--- config.mk ---
export PLATFORM = sky130hd
export DESIGN_NAME = inst_fetch_ctrl
export DESIGN_NICKNAME = d
export VERILOG_FILES = /design/src/rtl/cpu_pkg.sv /design/src/rtl/fetch_queue.sv /design/src/rtl/inst_fetch_ctrl.sv
export SDC_FILE = /design/constraint.sdc
export NUM_CORES = 1
export LEC_CHECK = 0
export CORE_AREA = 8 8 92 115
export CTS_CLUSTER_SIZE = 20
export DETAILED_ROUTE_END_ITERATION = 12
export DIE_AREA = 0 0 100 123
export GPL_TIMING_DRIVEN = 0
export SLEW_MARGIN = 20
export SYNTH_ARGS = -nofsm -noshare
export SYNTH_HDL_FRONTEND = slang
export SYNTH_SLANG_ARGS = --single-unit
--- constraint.sdc ---
create_clock -name clk -period 6 [get_ports clk]
set_input_delay 1.2 -clock clk [delete_from_list [all_inputs] [get_ports clk]]
set_output_delay 1.2 -clock clk [all_outputs]
set_load 0.02 [all_outputs]
--- src/rtl/cpu_pkg.sv ---
// Shared CPU front-end definitions: datapath widths, reset PC and the fetch queue entry.
package cpu_pkg;

    localparam int PC_W   = 8;
    localparam int INST_W = 16;

    localparam logic [PC_W-1:0] RESET_PC_DEFAULT = 8'h00;
    localparam int              PC_STEP_DEFAULT  = 2;

    typedef logic [PC_W-1:0]   pc_t;
    typedef logic [INST_W-1:0] inst_t;

    typedef struct packed {
        pc_t   pc;
        inst_t inst;
    } fetch_entry_t;

    // Instructions are halfword aligned, so bit 0 of any PC source is dropped.
    function automatic pc_t align_pc(input pc_t raw_pc);
        return {raw_pc[PC_W-1:1], 1'b0};
    endfunction

endpackage

--- src/rtl/fetch_queue.sv ---
// DEPTH-entry synchronous FIFO of fetched instructions; flush beats push and pop,
// and the head entry is presented from a register so it holds while the queue is empty.
module fetch_queue
    import cpu_pkg::*;
#(
    parameter  int DEPTH = 2,
    localparam int PTR_W = $clog2(DEPTH),
    localparam int CNT_W = PTR_W + 1
) (
    input  logic               clk,
    input  logic               rst,
    input  logic               flush,
    input  logic               push,
    input  logic               pop,
    input  fetch_entry_t       wdata,
    output logic [CNT_W-1:0]   count,
    output logic               valid,
    output fetch_entry_t       head
);

    localparam logic [CNT_W-1:0] DEPTH_C = CNT_W'(DEPTH);

    fetch_entry_t            mem_q [DEPTH];
    logic [PTR_W-1:0]        head_ptr_q, head_ptr_d;
    logic [PTR_W-1:0]        tail_ptr_q, tail_ptr_d;
    logic [CNT_W-1:0]        count_q, count_d;
    fetch_entry_t            head_q, head_d;

    logic                    pop_ok;
    logic                    push_ok;
    logic [CNT_W-1:0]        remaining;

    assign pop_ok    = pop & (count_q != '0);
    assign push_ok   = push & ((count_q < DEPTH_C) | pop_ok);
    assign remaining = count_q - CNT_W'(pop_ok);

    always_comb begin
        head_ptr_d = head_ptr_q;
        tail_ptr_d = tail_ptr_q;
        count_d    = count_q;
        head_d     = head_q;
        if (flush) begin
            head_ptr_d = '0;
            tail_ptr_d = '0;
            count_d    = '0;
        end else begin
            if (push_ok) tail_ptr_d = tail_ptr_q + PTR_W'(1);
            if (pop_ok)  head_ptr_d = head_ptr_q + PTR_W'(1);
            count_d = remaining + CNT_W'(push_ok);
            // An entry written into an otherwise empty queue becomes the head directly.
            if (remaining == '0) begin
                if (push_ok) head_d = wdata;
            end else begin
                head_d = mem_q[head_ptr_d];
            end
        end
    end

    always_ff @(posedge clk) begin
        // NOTE: sequential state uses non-blocking assignments so every register
        // samples the pre-edge values regardless of statement order.
        if (!rst) begin
            head_ptr_q <= '0;
            tail_ptr_q <= '0;
            count_q    <= '0;
            head_q     <= '0;
        end else begin
            head_ptr_q <= head_ptr_d;
            tail_ptr_q <= tail_ptr_d;
            count_q    <= count_d;
            head_q     <= head_d;
        end
    end

    // NOTE: the storage array is deliberately left unreset; count gates every read,
    // and the visible head comes from head_q, which is reset.
    always_ff @(posedge clk) begin
        if (rst && !flush && push_ok) begin
            mem_q[tail_ptr_q] <= wdata;
        end
    end

    assign count = count_q;
    assign valid = (count_q != '0);
    assign head  = head_q;

endmodule

--- src/rtl/inst_fetch_ctrl.sv ---
// Fetch-stage sequencer: owns the PC, reads the zero-wait-state instruction memory
// and pushes PC-tagged words into the decode queue; redirects flush and reload the PC.
module inst_fetch_ctrl
    import cpu_pkg::*;
#(
    parameter  logic [7:0] RESET_PC = RESET_PC_DEFAULT,
    parameter  int         DEPTH    = 2,
    parameter  int         PC_STEP  = PC_STEP_DEFAULT,
    localparam int         CNT_W    = $clog2(DEPTH) + 1
) (
    input  logic               clk,
    input  logic               rst,
    input  logic               fetch_en,
    input  logic               redirect,
    input  logic [7:0]         redirect_pc,
    output logic [7:0]         mem_addr,
    input  logic [15:0]        mem_q,
    output logic               id_valid,
    input  logic               id_ready,
    output logic [15:0]        id_inst,
    output logic [7:0]         id_pc,
    output logic [CNT_W-1:0]   q_count
);

    localparam pc_t              STEP    = PC_W'(PC_STEP);
    localparam logic [CNT_W-1:0] DEPTH_C = CNT_W'(DEPTH);

    pc_t          pc_q, pc_d;
    logic         pop;
    logic         push;
    fetch_entry_t wr_entry;
    fetch_entry_t head_entry;
    logic         q_valid;
    logic [CNT_W-1:0] count;

    assign pop  = q_valid & id_ready;
    assign push = fetch_en & ~redirect & ((count < DEPTH_C) | pop);

    assign wr_entry = '{pc: pc_q, inst: mem_q};

    // Redirect outranks fetching; PC wraps naturally in 8 bits.
    always_comb begin
        pc_d = pc_q;
        if (redirect) begin
            pc_d = align_pc(redirect_pc);
        end else if (push) begin
            pc_d = pc_q + STEP;
        end
    end

    always_ff @(posedge clk) begin
        if (!rst) begin
            pc_q <= align_pc(RESET_PC);
        end else begin
            pc_q <= pc_d;
        end
    end

    fetch_queue #(
        .DEPTH (DEPTH)
    ) u_queue (
        .clk   (clk),
        .rst   (rst),
        .flush (redirect),
        .push  (push),
        .pop   (pop),
        .wdata (wr_entry),
        .count (count),
        .valid (q_valid),
        .head  (head_entry)
    );

    assign mem_addr = pc_q;
    assign id_valid = q_valid;
    assign id_inst  = head_entry.inst;
    assign id_pc    = head_entry.pc;
    assign q_count  = count;

endmodule

* After elaboration in Yosys (flattened, before gate mapping)
Memories as Yosys holds them, arrays and structs flattened.
Cells that the tools add are included.
Widths: inputs -> output; s select.
** Cells by class
- Add/subtract/negate cells :: 5
- $mul :: 0
- Divide/modulo/power cells :: 0
- Order comparisons :: 1
- Eq/ne operators :: 1
- Shift-type cells :: 0
- Multiplexer cells :: 8
- Bitwise operators :: 9
- Reduce and logical (&&, ||, !) cells :: 8
** Operators with widths (count)
- $mux 24 :: 2
- $mux 8 :: 2
- $add 8x2->8 const B :: 1
- $and 1x1->1 :: 5
- $mux 1 :: 4
- $reduce_bool 2->1 :: 2
- $add 1x1->1 const B :: 2
- $add 2x1->2 :: 1
- $logic_and 1x1->1 :: 2
- $logic_not 2->1 :: 1
- $lt 2x2->1 const B :: 1
- $ne 2x1->1 const B :: 1
- $not 1->1 :: 2
- $or 1x1->1 :: 2
- $reduce_and 2->1 :: 1
- $reduce_or 2->1 :: 1
- $sub 2x1->2 :: 1
- $logic_not 1->1 :: 1
** Storage, ports and cells
- Bits in registers :: 36
- Latch bits :: 0
- Memory bits (writable) :: 48
- ROM bits :: 0
- Bits of input ports :: 29
- Logic and storage cells :: 40
- Memories :: 1
** Memory list
- u_queue.mem_q :: depth 2, width 24, read ports 1, clocked after Yosys merged registers in 0, wr ports 1, RTL line fetch_queue.sv:23 : fetch_entry_t mem_q [DEPTH];

* Depth between registers and ports, before layout
- Word-level depth :: 8
- Mapped depth :: 8
- Gate-level depth less buffers :: 6

* By module
A second synthesis with hierarchy kept.
** Unflattened totals
- Cells, all modules :: 270
- Area total of the unflattened synthesis :: 3428.3 sq um
** Modules (own cells, without submodules)
- fetch_queue :: instances 1, cells each 215, area an instance 2982.9 sq um
- inst_fetch_ctrl :: instances 1, cells each 55, area an instance 445.4 sq um

* Worst setup path after synthesis
No wires, ideal clock.
- Path type :: input -> register
- Start point :: input redirect
- End point :: memory u_queue.mem_q[0][0] (netlist bit) (enable)
- Data arrival time :: 3.260 ns
- Setup slack :: 2.308 ns
- Cell stages on the path :: 4
- Buffers on the path :: 1
- Path through :: clkbuf_1 > clkinv_1 > nand2_1 > nor3_1
** On the way
- Longest elaborated chain between the ends :: 7
** RTL lines
- start, declared :: RTL line inst_fetch_ctrl.sv:14 : input logic redirect,
- $not 1->1 (no source line)
- $and 1x1->1 (2 in series) :: RTL line inst_fetch_ctrl.sv:37 : assign push = fetch_en & ~redirect & ((count < DEPTH_C) | pop);
- $and 1x1->1 :: RTL line fetch_queue.sv:34 : assign push_ok = push & ((count_q < DEPTH_C) | pop_ok);
- $logic_and 1x1->1 * :: RTL line fetch_queue.sv:78 : if (rst && !flush && push_ok) begin
- $mux 1 * :: RTL line fetch_queue.sv:78
- $mux 1 (implied by the code) * :: RTL line fetch_queue.sv:79 : mem_q[tail_ptr_q] <= wdata;
- end, declared :: RTL line fetch_queue.sv:23
Every way passes the cells marked *; elsewhere a longest branch is shown, timed or not.

* Worst setup path in the final report
- Start point :: input rst
- End point :: memory u_queue.mem_q[0][9] (netlist bit) (enable)
** On the way
- Longest elaborated chain between the ends :: 4
** RTL lines
- start, declared :: RTL line inst_fetch_ctrl.sv:12 : input logic rst,
- $logic_and 1x1->1 (2 in series) :: RTL line fetch_queue.sv:78
- $mux 1 :: RTL line fetch_queue.sv:78
- $mux 1 (implied by the code) :: RTL line fetch_queue.sv:79
Every way passes these cells.

==> impl_metrics.json <==
{
  "postCtsHoldBufs": 0,
  "syn_area_um2": 3436,
  "synth_warnings": 0,
  "grt_pass1_vias": 2519,
  "core-area_um2": 8881,
  "reg2regPathDepth": 7,
  "vias": 2301,
  "row_count": 39,
  "cts_tree": "built",
  "routabilityCongestion": 0.7095,
  "async_flop_share_pct": 0,
  "ys_seq_area_share_pct": 60.01,
  "grt_pass1_wl_um": 12970,
  "boundaryPins": 64,
  "area_growth_pct": 31.06,
  "yosysUniqueCellTypes": 35,
  "htreeDepth": 3,
  "endpoint": "u_queue.mem_q[0][9]$_DFFE_PP_",
  "hold_violations": 0,
  "grt_max_degree": 16,
  "finish.net_count": 358,
  "power_density_nw_per_um2": 295.7,
  "crit_arrival_ps": 3290,
  "min_path_type": "reg2reg",
  "synth_edf_count": 46,
  "vdd.ir_drop.worst_mv": 0.1552,
  "tns_ps": 0,
  "ant_nets": 0,
  "met1_usage_pct": 15.62,
  "cts-resized-gates": 0,
  "n_antenna_cell": 0,
  "dp_hpwl_um": 5616,
  "die_x_um": 100,
  "start_util_pct": 38.69,
  "cts_buffers": 9,
  "rr_endpoint": "u_queue.head[2]$_SDFFE_PN0P_",
  "r2r_start": "u_queue.count[1]$_SDFF_PP0_",
  "cts.sinks": 80,
  "track_usage_pct": 13.78,
  "synth_top_flop_cell": "edfxtp_1",
  "cp_max_fo": 10,
  "synth_cells": 252,
  "drv_cap": 0,
  "max_freq_ghz": 0.3069,
  "rsz0062_at_grt": "no",
  "grt.busiest_layer": "met2",
  "critical_path_class": "in2reg",
  "synth_area_leader_cell": "edfxtp_1",
  "drtPass1Iterations": 4,
  "crit_required_ps": 6030,
  "synth_most_common_cell": "edfxtp_1",
  "antenna_found_initial": 0,
  "maxSlewHeadroom_pct": 47.35,
  "grt_overflow": 0,
  "fin_cells": 454,
  "worstSkewPairLatency_ps": 330,
  "io_buffers": 58,
  "crit_start": "rst",
  "viasPerCell": 5.068,
  "cts_setup_buffers": 0,
  "dpl.cell_count": 438,
  "ff2ff_setup_slack_ps": 3760,
  "use_met3_pct": 5.127,
  "ys_seq_elements": 80,
  "dp_worst_setup_slack_ps": 2348,
  "wl_per_cell_um": 17.60,
  "grt_util_met2_pct": 23.44,
  "drv_slew": 0,
  "setup_viol_count_final": 0,
  "wirelength_um": 7991,
  "finalClockSkew_ps": 5.655,
  "endpoint_kind": "flop",
  "clkTransAtPathRegs_ps": 60,
  "tightestPinTransition_ps": 785.5,
  "finalCritPeriodShare_pct": 54.31,
  "yosys-top-cells-area": "edfxtp_1 40%, dfxtp_1 20%, o221ai_2 8.7%",
  "synth_top_area_share_pct": 40.20,
  "fin_crit_ps": 3258,
  "route.detailed.drc": 0,
  "clockBufferDepth": 2,
  "root_buffer": "clkbuf_16",
  "die_y_um": 123,
  "run_status": "finished clean",
  "syn_avg_cell_area_um2": 13.63,
  "power_mw": 1.331,
  "setup_ws_ps": 2742,
  "die-area_um2": 12300,
  "drt-initial-drc-count": 97,
  "p_leak_nw": 1.681,
  "synth.top_cells.by_count": "46 x edfxtp_1, 34 x dfxtp_1, 26 x nand4_1",
  "layout-drive-gt1-share_pct": 17.82,
  "worst_setup_path_start_kind": "input port"
}
## metrics by stage
step / hold slack [ps] / area [µm²] / utilization, %
floorplan: 522.4 / 3440 / -
global placement: 504.5 / 4174 / 47.00
detailed placement: 507.9 / 4222 / 47.53
CTS: 516.1 / 4503 / 50.70
global route: 531.9 / 4503 / 50.70
finish: 511.8 / 4503 / 50.70
## how the worst min path moves through the flow
stage                                          startpoint                         endpoint  depth (start not counted)
after floorplan           u_queue.tail_ptr_q$_SDFFE_PP0P_  u_queue.tail_ptr_q$_SDFFE_PP0P_                          3
after CTS                   u_queue.head[10]$_SDFFE_PN0P_    u_queue.head[10]$_SDFFE_PN0P_                          2
after global routing         u_queue.head[1]$_SDFFE_PN0P_     u_queue.head[1]$_SDFFE_PN0P_                          2
final                       u_queue.head[10]$_SDFFE_PN0P_    u_queue.head[10]$_SDFFE_PN0P_                          2
after global placement      u_queue.head[22]$_SDFFE_PN0P_    u_queue.head[22]$_SDFFE_PN0P_                          2
after detailed placement    u_queue.head[10]$_SDFFE_PN0P_    u_queue.head[10]$_SDFFE_PN0P_                          2
## power breakdown
part           internal [mW]  switching, mW  leakage, nW
combinational         0.0929          0.107        0.850
clock                  0.284          0.222        0.132
sequential             0.607         0.0184        0.699
## routing by layer
metal  vias up  share of wire, %  routed length (µm)
met5         -                 0                   0
met4         0              0.50                  40
met3         2               5.3                 426
met2        52                51                4050
met1      1131                43                3474
li1       1116                 -                   -
## cell usage in the layout, fill, tap and decap left out, types with 3 or more instances in the layout
cell	n
xor2_1	5
inv_1	3
nor2_1	5
clkdlybuf4s50_1	58
clkbuf_16	9
o221ai_2	20
xnor2_1	4
dfxtp_1	34
mux2i_1	23
clkbuf_1	8
nand2b_1	4
o21ai_0	4
a21oi_1	4
nand2_1	25
buf_6	9
o211a_1	3
nand4_1	26
o221ai_1	3
ha_1	3
buf_4	7
edfxtp_1	46
## final cells by class
cell class / count / area (µm²)
plain buffers: 21 / 150.1
clock buffers: 9 / 225.2
clock inverters: 7 / 56.30
fillers: 822 / 4378
inverters: 4 / 15.01
multi-input cells: 148 / 1222
flip-flops and latches: 80 / 2062
well taps: 123 / 153.9
repair buffers: 62 / 618.1
## state kept, by name (all words and copies together), names as in the netlist
signal              cells
u_queue.head           23
u_queue.tail_ptr_q      1
u_queue.count           2
u_queue.head_ptr_q      1
u_queue.mem_q          46
mem_addr                7
## critical path, stage by stage
cell and delay, ps:
clkdlybuf4s50_1 540, clkbuf_1 360, nand2_1 220, nor3_2 640
buf_4 320
## logic make-up after synthesis
group | count (synthesis) | share of synthesized area [%]
AO/OA/AOI/OAI | 37 | 12.45
XOR/XNOR | 10 | 3.095
adder cells (fa/ha/maj) | 3 | 1.093
buffers and inverters | 25 | 4.807
flip-flops | 80 | 60.01
multiplexers | 24 | 7.028
other | 1 | 0.1091
AND/OR/NAND/NOR | 72 | 11.40
Note: power is estimated with default switching activity, not from simulation.
